File: src/rtl/riscv_pkg.sv
// Shared RISC-V pipeline constants: opcode[6:2] encodings, forwarding-select codes
// and operand-usage decode helpers.
package riscv_pkg;

    localparam logic [4:0] OPC_LOAD   = 5'b00000;
    localparam logic [4:0] OPC_OP_IMM = 5'b00100;
    localparam logic [4:0] OPC_AUIPC  = 5'b00101;
    localparam logic [4:0] OPC_STORE  = 5'b01000;
    localparam logic [4:0] OPC_OP     = 5'b01100;
    localparam logic [4:0] OPC_LUI    = 5'b01101;
    localparam logic [4:0] OPC_BRANCH = 5'b11000;
    localparam logic [4:0] OPC_JALR   = 5'b11001;
    localparam logic [4:0] OPC_JAL    = 5'b11011;
    localparam logic [4:0] OPC_SYSTEM = 5'b11100;

    typedef enum logic [1:0] {
        FWD_RF = 2'd0,
        FWD_M  = 2'd1,
        FWD_W  = 2'd2
    } fwd_sel_e;

    // U-type and JAL carry immediate bits in the rs1 field, so it must not create hazards.
    function automatic logic rs1_used(input logic [4:0] opc);
        return !((opc == OPC_LUI) || (opc == OPC_AUIPC) || (opc == OPC_JAL));
    endfunction

    function automatic logic rs2_used(input logic [4:0] opc);
        return (opc == OPC_OP) || (opc == OPC_STORE) || (opc == OPC_BRANCH);
    endfunction

endpackage

File: src/rtl/hazard_ctrl_fwd_match.sv
// Per-operand Execute forwarding select: M-stage result wins over W-stage, x0 never forwards.
module fwd_match
    import riscv_pkg::*;
(
    input  logic       m_valid_i,
    input  logic [4:0] m_rd_i,
    input  logic       w_valid_i,
    input  logic [4:0] w_rd_i,
    input  logic [4:0] rs_i,
    output logic [1:0] sel_o
);

    logic m_hit;
    logic w_hit;

    assign m_hit = m_valid_i && (m_rd_i != 5'd0) && (m_rd_i == rs_i);
    assign w_hit = w_valid_i && (w_rd_i != 5'd0) && (w_rd_i == rs_i);

    always_comb begin
        sel_o = FWD_RF;
        if (m_hit) begin
            sel_o = FWD_M;
        end else if (w_hit) begin
            sel_o = FWD_W;
        end
    end

endmodule

File: src/rtl/hazard_ctrl.sv
// Pipeline hazard unit: load-use stall, branch flush, ecall halt, Execute forwarding
// selects and Decode register-file bypass, driven by a shadow copy of the M/W stages.
module hazard_ctrl
    import riscv_pkg::*;
(
    input  logic       clk,
    input  logic       rst,
    input  logic [4:0] d_rs1_index,
    input  logic [4:0] d_rs2_index,
    input  logic [4:0] d_opcode,
    input  logic [4:0] e_rs1_index,
    input  logic [4:0] e_rs2_index,
    input  logic [4:0] e_rd_index,
    input  logic [4:0] e_opcode,
    input  logic       e_wb_en,
    input  logic       e_ecall,
    input  logic       e_jb_taken,
    output logic       stall,
    output logic       flush_fd,
    output logic       flush_de,
    output logic [1:0] fwd_rs1_sel,
    output logic [1:0] fwd_rs2_sel,
    output logic       byp_rs1,
    output logic       byp_rs2,
    output logic       halted
);

    logic [4:0] m_rd_q, m_rd_d;
    logic       m_wb_en_q, m_wb_en_d;
    logic       m_is_load_q, m_is_load_d;
    logic [4:0] w_rd_q, w_rd_d;
    logic       w_wb_en_q, w_wb_en_d;
    logic       halted_q, halted_d;

    logic       load_use;
    logic       rs1_hit;
    logic       rs2_hit;

    always_comb begin
        m_rd_d      = e_rd_index;
        m_wb_en_d   = e_wb_en;
        m_is_load_d = (e_opcode == OPC_LOAD);
        w_rd_d      = m_rd_q;
        w_wb_en_d   = m_wb_en_q;
        // A redirect in the same cycle squashes the ecall, so it never halts.
        halted_d    = halted_q | (e_ecall & ~e_jb_taken);
    end

    always_ff @(posedge clk or negedge rst) begin
        if (!rst) begin
            m_rd_q      <= 5'd0;
            m_wb_en_q   <= 1'b0;
            m_is_load_q <= 1'b0;
            w_rd_q      <= 5'd0;
            w_wb_en_q   <= 1'b0;
            halted_q    <= 1'b0;
        end else begin
            m_rd_q      <= m_rd_d;
            m_wb_en_q   <= m_wb_en_d;
            m_is_load_q <= m_is_load_d;
            w_rd_q      <= w_rd_d;
            w_wb_en_q   <= w_wb_en_d;
            halted_q    <= halted_d;
        end
    end

    assign rs1_hit  = rs1_used(d_opcode) && (e_rd_index == d_rs1_index);
    assign rs2_hit  = rs2_used(d_opcode) && (e_rd_index == d_rs2_index);
    assign load_use = (e_opcode == OPC_LOAD) && e_wb_en && (e_rd_index != 5'd0)
                      && (rs1_hit || rs2_hit);

    // Priority: reset, then halt, then redirect, then load-use bubble.
    always_comb begin
        stall    = 1'b0;
        flush_fd = 1'b0;
        flush_de = 1'b0;
        if (!rst) begin
            stall    = 1'b0;
        end else if (halted_q) begin
            stall    = 1'b1;
            flush_de = 1'b1;
        end else if (e_jb_taken) begin
            flush_fd = 1'b1;
            flush_de = 1'b1;
        end else if (load_use) begin
            stall    = 1'b1;
            flush_de = 1'b1;
        end
    end

    // A load in M has no data yet; it is only forwardable once it reaches W.
    fwd_match u_fwd_rs1 (
        .m_valid_i (m_wb_en_q & ~m_is_load_q),
        .m_rd_i    (m_rd_q),
        .w_valid_i (w_wb_en_q),
        .w_rd_i    (w_rd_q),
        .rs_i      (e_rs1_index),
        .sel_o     (fwd_rs1_sel)
    );

    fwd_match u_fwd_rs2 (
        .m_valid_i (m_wb_en_q & ~m_is_load_q),
        .m_rd_i    (m_rd_q),
        .w_valid_i (w_wb_en_q),
        .w_rd_i    (w_rd_q),
        .rs_i      (e_rs2_index),
        .sel_o     (fwd_rs2_sel)
    );

    assign byp_rs1 = w_wb_en_q && (w_rd_q != 5'd0) && (w_rd_q == d_rs1_index);
    assign byp_rs2 = w_wb_en_q && (w_rd_q != 5'd0) && (w_rd_q == d_rs2_index);
    assign halted  = halted_q;

endmodule

File: config.mk
export PLATFORM = sky130hd
export DESIGN_NAME = hazard_ctrl
export DESIGN_NICKNAME = d
export VERILOG_FILES = /design/src/rtl/riscv_pkg.sv /design/src/rtl/hazard_ctrl_fwd_match.sv /design/src/rtl/hazard_ctrl.sv
export SDC_FILE = /design/constraint.sdc
export NUM_CORES = 1
export LEC_CHECK = 0
export ABC_CLOCK_PERIOD_IN_PS = 2000
export BUFFER_PORTS_ARGS = -buffer_cell sky130_fd_sc_hd__buf_2
export CAP_MARGIN = 25
export CORE_AREA = 8 8 59 61
export DETAILED_ROUTE_END_ITERATION = 7
export DIE_AREA = 0 0 67 69
export PLACE_DENSITY_LB_ADDON = 0.12
export RECOVER_POWER = 25
export SLEW_MARGIN = 20
export SYNTH_ARGS = -nofsm -noshare
export SYNTH_HDL_FRONTEND = slang
export SYNTH_SLANG_ARGS = --single-unit
File: constraint.sdc
create_clock -name clk -period 2 [get_ports clk]
set_input_delay 0.2 -clock clk [delete_from_list [all_inputs] [get_ports clk]]
set_output_delay 0.2 -clock clk [all_outputs]
set_load 0.01 [all_outputs]
### Word level (Yosys, flattened, before mapping)

Index checks and enable logic that the tools add are counted.

* register bits: 14
* bits in latches: 0
* memory bits (writable): 0
* bits in read-only memories: 0
* bits of input ports: 40
* output and inout bits: 10
* word-level logic and storage cells: 62
* memories kept: 0

* add/sub/neg operators: 0
* $mul: 0
* div/mod/pow operators: 0
* magnitude comparators: 0
* equality and inequality tests: 14
* shift operators: 0
* multiplexer cells: 14
* bitwise logic cells: 5
* reduce and logical (&&, ||, !) cells: 23

Operator list (count)
* $eq A5 B5 Y1: 8
* $eq A5 B4 Y1 const B: 3
* $reduce_bool A5 Y1: 3
* $logic_and A1 B1 Y1: 13
* $eq A5 B5 Y1 const B: 2
* $mux W1: 10
* $mux W2: 4
* $eq A5 B3 Y1 const B: 1
* $logic_not A5 Y1: 1
* $logic_or A1 B1 Y1: 5
* $and A1 B1 Y1: 2
* $not A1 Y1: 2
* $logic_not A1 Y1: 1
* $or A1 B1 Y1: 1

### Logic depth before layout (Yosys ltp)

Gate-level depths: netlist (run 1).

* depth after elaboration: 11
* mapped depth: 5
* gate-level depth less buffers: 5

### Cells and area by module

A second synthesis (run 1) with hierarchy kept.

* cells, all modules: 103
* area total of the unflattened synthesis: 1036.0 um^2

By module, submodules not included
* hazard_ctrl: times used 1, cells each 61, area an instance 718.2 um^2, seq. area each 350.3 um^2
* fwd_match: times used 2, cells each 21, area an instance 158.9 um^2, seq. area each 0.0 um^2

### Worst setup path before layout (run 1)

Ideal clock, no wire load.

* kind: reg2out
* start: register m_rd_q[0]
* end: output port fwd_rs1_sel[1]
* arrival time: 1505 ps
* data required time: 1800 ps
* path slack: 295 ps
* cell stages (with the launch flop): 5
* path buffers: 0
* cell sequence: dfrtp_1 > or4_1 > o21ai_2 > nor4_1 > nor4_2

* longest elaborated chain between the ends: 4
* elaborated cells between the ends (all ways): 5
* classes of those cells: eq/ne (1); mux (1); reduce/logical (3)

RTL lines
* start, declared: RTL line hazard_ctrl.sv:28 `logic [4:0] m_rd_q, m_rd_d;`
* start signal, assigned: RTL line hazard_ctrl.sv:58 `m_rd_q <= m_rd_d;`
* $reduce_bool A5 Y1: RTL line hazard_ctrl_fwd_match.sv:16 `assign m_hit = m_valid_i && (m_rd_i != 5'd0) && (m_rd_i == rs_i);`
* $logic_and A1 B1 Y1: RTL line hazard_ctrl_fwd_match.sv:16
* $logic_and A1 B1 Y1 (*): RTL line hazard_ctrl_fwd_match.sv:16
* named net u_fwd_rs1.m_hit: RTL line hazard_ctrl_fwd_match.sv:13 `logic m_hit;`
* $mux W2 (*): RTL line hazard_ctrl_fwd_match.sv:21 `if (m_hit) begin`
* end, declared: RTL line hazard_ctrl.sv:21 `output logic [1:0] fwd_rs1_sel,`

The timed path passes the listed nets; every way through them passes the cells marked *.

### Worst setup path in the final report (run 1)

* start: register m_rd_q[3]
* end: output port fwd_rs1_sel[1]

* longest elaborated chain between the ends: 4
* elaborated cells between the ends (all ways): 5
* classes of those cells: eq/ne (1); mux (1); reduce/logical (3)

RTL lines (RTL line)
* $reduce_bool A5 Y1: hazard_ctrl_fwd_match.sv:16
* $logic_and A1 B1 Y1: hazard_ctrl_fwd_match.sv:16
* $logic_and A1 B1 Y1 (*): hazard_ctrl_fwd_match.sv:16
* $mux W2 (*): hazard_ctrl_fwd_match.sv:21

Mark *: on every way between the ends. The rest lies on a longest branch, timed or not.

==> impl_results.md, run 1 <==
- Setup crit start: m_rd_q[3]
- Final WL: 2840 µm
- Core area: 2620 µm²
- Leak Pwr: 0.615 nW
- Levels on crit path: 5
- EDFF count, synth: 0
- Syn. warnings: 0
- Slew @ Worst Pin: 393 ps
- Pin count of the biggest net entering global routing: 18
- CP Buf/Inv Count: 1
- Synth area leaders: dfrtp_1 (35%), xor2_1 (22%), xnor2_1 (12%)
- Relative slew slack: 73.6%
- Clk_lat worst skew: 270 ps
- CP Launch Type: flop
- Synth top area share: 34.6%
- Util after Layout: 53.9%
- Fin. Hold Viols: 0
- Setup Viol. Count Final: 2
- CTS tree: built
- Die width: 67 µm
- Die Y: 69 µm
- Area delta synth->final: 39.2%
- CP Class: flop to output pin
- Reg2Reg Depth: 1
- Crit path arrival time: 1870 ps
- Global Route Usage Sum: 12.3%
- Clk_skew: 0.339 ps
- Filler cells: 253
- Max cap viols: 0
- Proportion of synthesized chip area in sequential cells: 34.6%
- Area after DPL: 1280 µm²
- Setup crit end: fwd_rs1_sel[1]
- Commonest cells post-synth: xor2_1 (26), dfrtp_1 (14), xnor2_1 (14), buf_2 (5), or4_1 (5)
- Std cell rows: 19
- Tcrit/Tclk final: 103%
- Placed Cells incl. Taps: 174
- Pre-CTS WS: 130 ps
- Port buffer count: 49
- Cell area after synthesis: 1010 µm²
- Hold Crit Class: primary input to flop
- Final GP Congestion: 0.798
- Grt total ovfl: 0
- Fin area: 1410 µm²
- CP peak stage delay: 560 ps
- Peak fanout along the critical path: 2
- Synth async-reset ratio: 100%
- Crit path capture type: output pin
- Failing checks: negative setup slack
- Family with the most delay on the worst path: simple AND/OR/NAND/NOR gates
- Htree depth: 1
- Clk root buf: clkbuf_4
- CTS max path bufs: 2
- First-pass GRT wire length: 4600 µm
- Vias per cell: 4.86
- DR iter-0 viols: 30
- TritonRoute pass-1 iters: 4
- Synthesized instance count: 98
- CP dominant cell by count: nor4_2
- CTS clk-pin slew, worst paths: 80 ps
- P per Cell Area: 495 nW/µm²
- CP required: 1800 ps
- Tmin final: 2070 ps
- RR Endpoint: halted
- Final Non-Filler Cells: 185
- Routed Antenna Nets: 0
- Share of layout cells above drive strength 1: 46.1%
- Initial antenna violation count: 0
- CP max stage cell: or4_4
- Antenna diodes: 0
- Total power: 698 µW
- Worst-path cell chain: or4_4 -> o21ai_4 -> nor4_2 -> nor4_2 -> buf_2
- Initial Util: 38.7%
- Synthesized Nets: 138
- Max Freq: 484 MHz
- Unrepaired setup endpoints after global routing: true
- Inserted Clock Buffers: 3
- IR drop worst, VDD: 0.000374 V
- Die area: 4620 µm²
- Top FF cell, synth: dfrtp_1
- Setup ws final: -67.7 ps
- Top-count cell post-synth: xor2_1
- DR vias: 900
- Final Max Tran Viols: 0
- Post-route DRC: 0
- Nets: 195
- Distinct cell type count after synthesis: 28
- Io pins: 50
- Reg-to-reg slack, setup: 1310 ps
- Num Clock Sinks: 14
- Routed WL per cell: 15.3 µm
- Vias in the first global route: 1,063
- R2R Path Start: halted
- Biggest area consumer among synthesized cells: dfrtp_1
- Outcome: complete, but fails checks
- Mapped Avg Cell Area: 10.3 µm²
- Register bit total from synthesis: 14
[cell usage in the layout (no fill, tap or decap)]
cell type | synthesis | routed
clkbuf_1 | 0 | 6
o211ai_2 | 1 | 1
clkbuf_4 | 0 | 3
clkbuf_8 | 0 | 1
nor2b_1 | 1 | 1
buf_4 | 2 | 9
nor2_4 | 1 | 1
a211oi_2 | 1 | 1
dlygate4sd3_1 | 0 | 1
nor3_1 | 2 | 2
a211oi_1 | 1 | 1
a21oi_1 | 1 | 1
nor2_1 | 1 | 1
xnor2_1 | 14 | 14
nand4_1 | 2 | 2
nor4_1 | 4 | 2
nor4_4 | 0 | 1
a21o_1 | 1 | 1
o21a_1 | 1 | 1
nand3_1 | 4 | 4
nor4_2 | 2 | 3
o31a_1 | 1 | 1
dfrtp_2 | 0 | 2
or4_4 | 1 | 4
xor2_1 | 26 | 26
buf_2 | 5 | 43
o21ai_0 | 1 | 1
nor3b_1 | 2 | 2
inv_1 | 1 | 1
o21ai_4 | 0 | 1
o21ai_2 | 1 | 1
or4_1 | 5 | 2
dfrtp_1 | 14 | 12
and4b_1 | 1 | 1
[flip-flops by register name, summed over array words and instances (netlist names)]
signal,cells
halted,1
m_is_load_q,1
m_rd_q,5
m_wb_en_q,1
w_rd_q,5
w_wb_en_q,1
[routing by layer]
metal	global-route usage [%]	up-vias	part of all wire, %	wire length, µm
met5	0	-	0	0
li1	-	452	-	-
met1	14.2	411	41	1170
met2	21.1	35	50	1410
met3	3.88	2	8.1	229
met4	3.02	0	0.74	21
[where the power goes]
| group | leakage, nW | internal (mW) | total, mW | switching (mW) |
|---|---|---|---|---|
| combinational | 0.434 | 0.0962 | 0.193 | 0.0968 |
| sequential | 0.160 | 0.296 | 0.310 | 0.0136 |
| clock | 0.0210 | 0.110 | 0.196 | 0.0851 |
| total | 0.615 | 0.502 | 0.698 | 0.196 |
[timing repair]
item	in CTS	in global routing
pin swaps	1	1
endpoints found under the hold margin	14	0
hold buffers	1	0
endpoints found under the setup margin	2	4
buffers inserted	2	4
resized for setup	5	5
[cells by family after synthesis]
family          share of synthesized area, %
simple gates                            18.5
xor+xnor                                34.6
compound gates                          7.91
buf+inv                                 4.33
flops                                   34.6
[cell type report]
class / count / area (µm²) / area share [%]
multi-input combinational: 76 / 662 / 47.0
timing repair buffer: 59 / 315 / 22.4
sequential: 14 / 353 / 25.0
inverter: 1 / 3.75 / 0.266
clock buffer: 4 / 36.3 / 2.58
tap: 31 / 38.8 / 2.75
[how the worst min path moves through the flow]
stage / endpoint / cells after the start / from / slack, ps
finish: m_wb_en_q / 1 / e_wb_en / 70
global route: m_wb_en_q / 1 / e_wb_en / 50
CTS: m_wb_en_q / 1 / e_wb_en / 50
detailed placement: halted / 1 / rst / 130
global placement: halted / 1 / rst / 120
floorplan: halted / 0 / rst / -100
[per-stage QoR]
stage | TNS [ps] | hold WS, ps
6_report | -131 | 67.2
5_1_grt | -303 | 45.8
4_1_cts | -190 | 52.2
3_5_place_dp | 0 | 128
3_3_place_gp | 0 | 117
2_1_floorplan | 0 | -95.6
Power figures use the tool's default switching activity.
==> run 2, diff against run 1 <==
--- a/config.mk
+++ b/config.mk
@@ -5,7 +5,7 @@
 export SDC_FILE = /design/constraint.sdc
 export NUM_CORES = 1
 export LEC_CHECK = 0
-export ABC_CLOCK_PERIOD_IN_PS = 2000
+export ABC_CLOCK_PERIOD_IN_PS = 1850
 export BUFFER_PORTS_ARGS = -buffer_cell sky130_fd_sc_hd__buf_2
 export CAP_MARGIN = 25
 export CORE_AREA = 8 8 59 61
==> constraint.sdc (replaced) <==
create_clock -name clk -period 1.85 [get_ports clk]
set_input_delay 0.185 -clock clk [delete_from_list [all_inputs] [get_ports clk]]
set_output_delay 0.185 -clock clk [all_outputs]
set_load 0.01 [all_outputs]
==> run 2 against run 1 <==
The flow still finishes with violations (negative setup slack). Flip-flop and latch count unchanged. Combinational power is 17% higher. Die area unchanged. Largest cell class unchanged. Highest routed layer is now met3.
==> impl_results.md, run 2 (synthesized netlist as in run 1, its figures left out) <==
- CTS clk-pin slew, worst paths: 80 ps
- Vias in the first global route: 1,037
- Clk_lat worst skew: 260 ps
- CP Launch Type: flop
- Grt total ovfl: 0
- Initial Util: 38.7%
- Post-route DRC: 0
- Global Route Usage Sum: 11.7%
- Sequential Power Share: 43.6%
- TritonRoute pass-1 iters: 4
- Pin count of the biggest net entering global routing: 18
- Tmin final: 2020 ps
- Share of layout cells above drive strength 1: 49.7%
- CP Class: flop to output pin
- Clk_skew: 3.65 ps
- Leak Pwr: 0.640 nW
- Max Freq: 495 MHz
- Die area: 4620 µm²
- Relative slew slack: 77.6%
- Fin. Hold Viols: 0
- HPWL after DPL: 2320 µm
- Io pins: 50
- Placed Cells incl. Taps: 177
- Commonest non-fill, non-tap cells in the layout: buf_2 (44), xor2_1 (25), xnor2_1 (14)
- DR vias: 906
- CTS max path bufs: 2
- Hold slack: 47.8 ps
- IR drop worst, VDD: 0.000368 V
- Peak fanout along the critical path: 3
- CP required: 1660 ps
- Reg2Reg Depth: 1
- Setup crit start: w_rd_q[4]
- Pre-CTS WS: 64.8 ps
- Failing checks: negative setup slack
- Total power: 764 µW
- Vias per cell: 4.82
- Met3 wire len: 211 µm
- R2R Path Start: halted
- Biggest regs: m_rd_q x5, w_rd_q x5
- Die Y: 69 µm
- Commonest non-fill, non-tap cell in the layout: buf_2
- Util after Layout: 56.5%
- Std cell rows: 19
- Tcrit/Tclk final: 109%
- Final GP Congestion: 0.809
- Area delta synth->final: 45.9%
- P per Cell Area: 517 nW/µm²
- Clock power frac: 27.0%
- Inserted Clock Buffers: 3
- Hold Crit Class: primary input to flop
- Unrepaired setup endpoints after global routing: true
- DR iter-0 viols: 27
- Final Non-Filler Cells: 188
- Die width: 67 µm
- Switching Share: 27.7%
- Setup ws final: -168 ps
- NetSw: 212 µW
- Port buffer count: 49
- Htree depth: 1
- Slew @ Worst Pin: 337 ps
- Max cap viols: 0
- Crit path capture type: output pin
- Nets: 198
- First-pass GRT wire length: 4480 µm
- WL met1: 1200 µm
- CTS tree: built
- Met2 routed WL: 1300 µm
- Final WL: 2710 µm
- Routed Antenna Nets: 0
- Power Internal: 552 µW
- Clk root buf: clkbuf_4
- Max layer used: met3
- Hold path depth: 1
- Final Max Tran Viols: 0
- Routed WL per cell: 14.4 µm
- Num Clock Sinks: 14
- Initial antenna violation count: 0
- Crit path arrival time: 1830 ps
- Core area: 2620 µm²
- Antenna diodes: 0
- Setup Viol. Count Final: 5
- Combinational share of power: 29.5%
- Outcome: complete, but fails checks
- Hold Path Origin: e_wb_en
-- run 2: cell count changes in the layout (fill, tap and decap cells not counted), sizes merged --
| cell | delta |
|---|---|
| buf | +4 |
| clkbuf | -1 |
-- run 2: power groups by stage --
stage	Sequential, mW	Combinational, mW	Clock (mW)
6_report	0.333	0.225	0.206
5_1_grt	0.335	0.247	0.228
4_1_cts	0.331	0.213	0.213
3_5_place_dp	0.339	0.192	0
3_3_place_gp	0.338	0.189	0
2_1_floorplan	0.333	0.101	0
-- run 2: worst max-delay path, stage by stage (launching register included) --
cell	delay, ps
dfrtp_2	430
buf_4	160
xor2_1	150
or4_1	530
nor4_2	140
buf_2	170
-- run 2: path summary, 6_finish.rpt --
check / to / slack, ps
max in group asynchronous: w_rd_q[4] / 1230
worst max-delay path: fwd_rs2_sel[1] / -170
min in group asynchronous: halted / 350
worst max register to register: halted / 1160
worst min register to register: w_wb_en_q / 370
worst min-delay path: m_wb_en_q / 50
-- run 2: area by class of cell --
class / count / area, µm²
timing repair buffer: 62 / 347
sequential: 14 / 353
tap: 31 / 38.8
inverter: 1 / 3.75
multi-input combinational: 76 / 698
clock buffer: 4 / 36.3
fill: 255 / 1140
-- run 2: layer usage --
layer	GRT usage (%)	vias to the layer above
met5	0	-
met4	3.26	0
met3	3.72	0
met2	19.9	35
met1	13.5	413
li1	-	458
-- run 2: stage by stage --
| step | TNS [ps] | instance area, µm² |
|---|---|---|
| 2_1_floorplan | 0 | 1010 |
| 3_3_place_gp | 0 | 1300 |
| 3_5_place_dp | 0 | 1300 |
| 4_1_cts | -409 | 1420 |
| 5_1_grt | -886 | 1480 |
| 6_report | -431 | 1480 |
-- run 2: timing repair --
item                                    in CTS  in global routing
hold endpoints to repair                    14                  0
endpoints found under the setup margin       5                  6
gates resized for setup                      8                  9
pin swaps                                    7                  6
setup buffers                                4                  2
hold buffers                                 1                  0
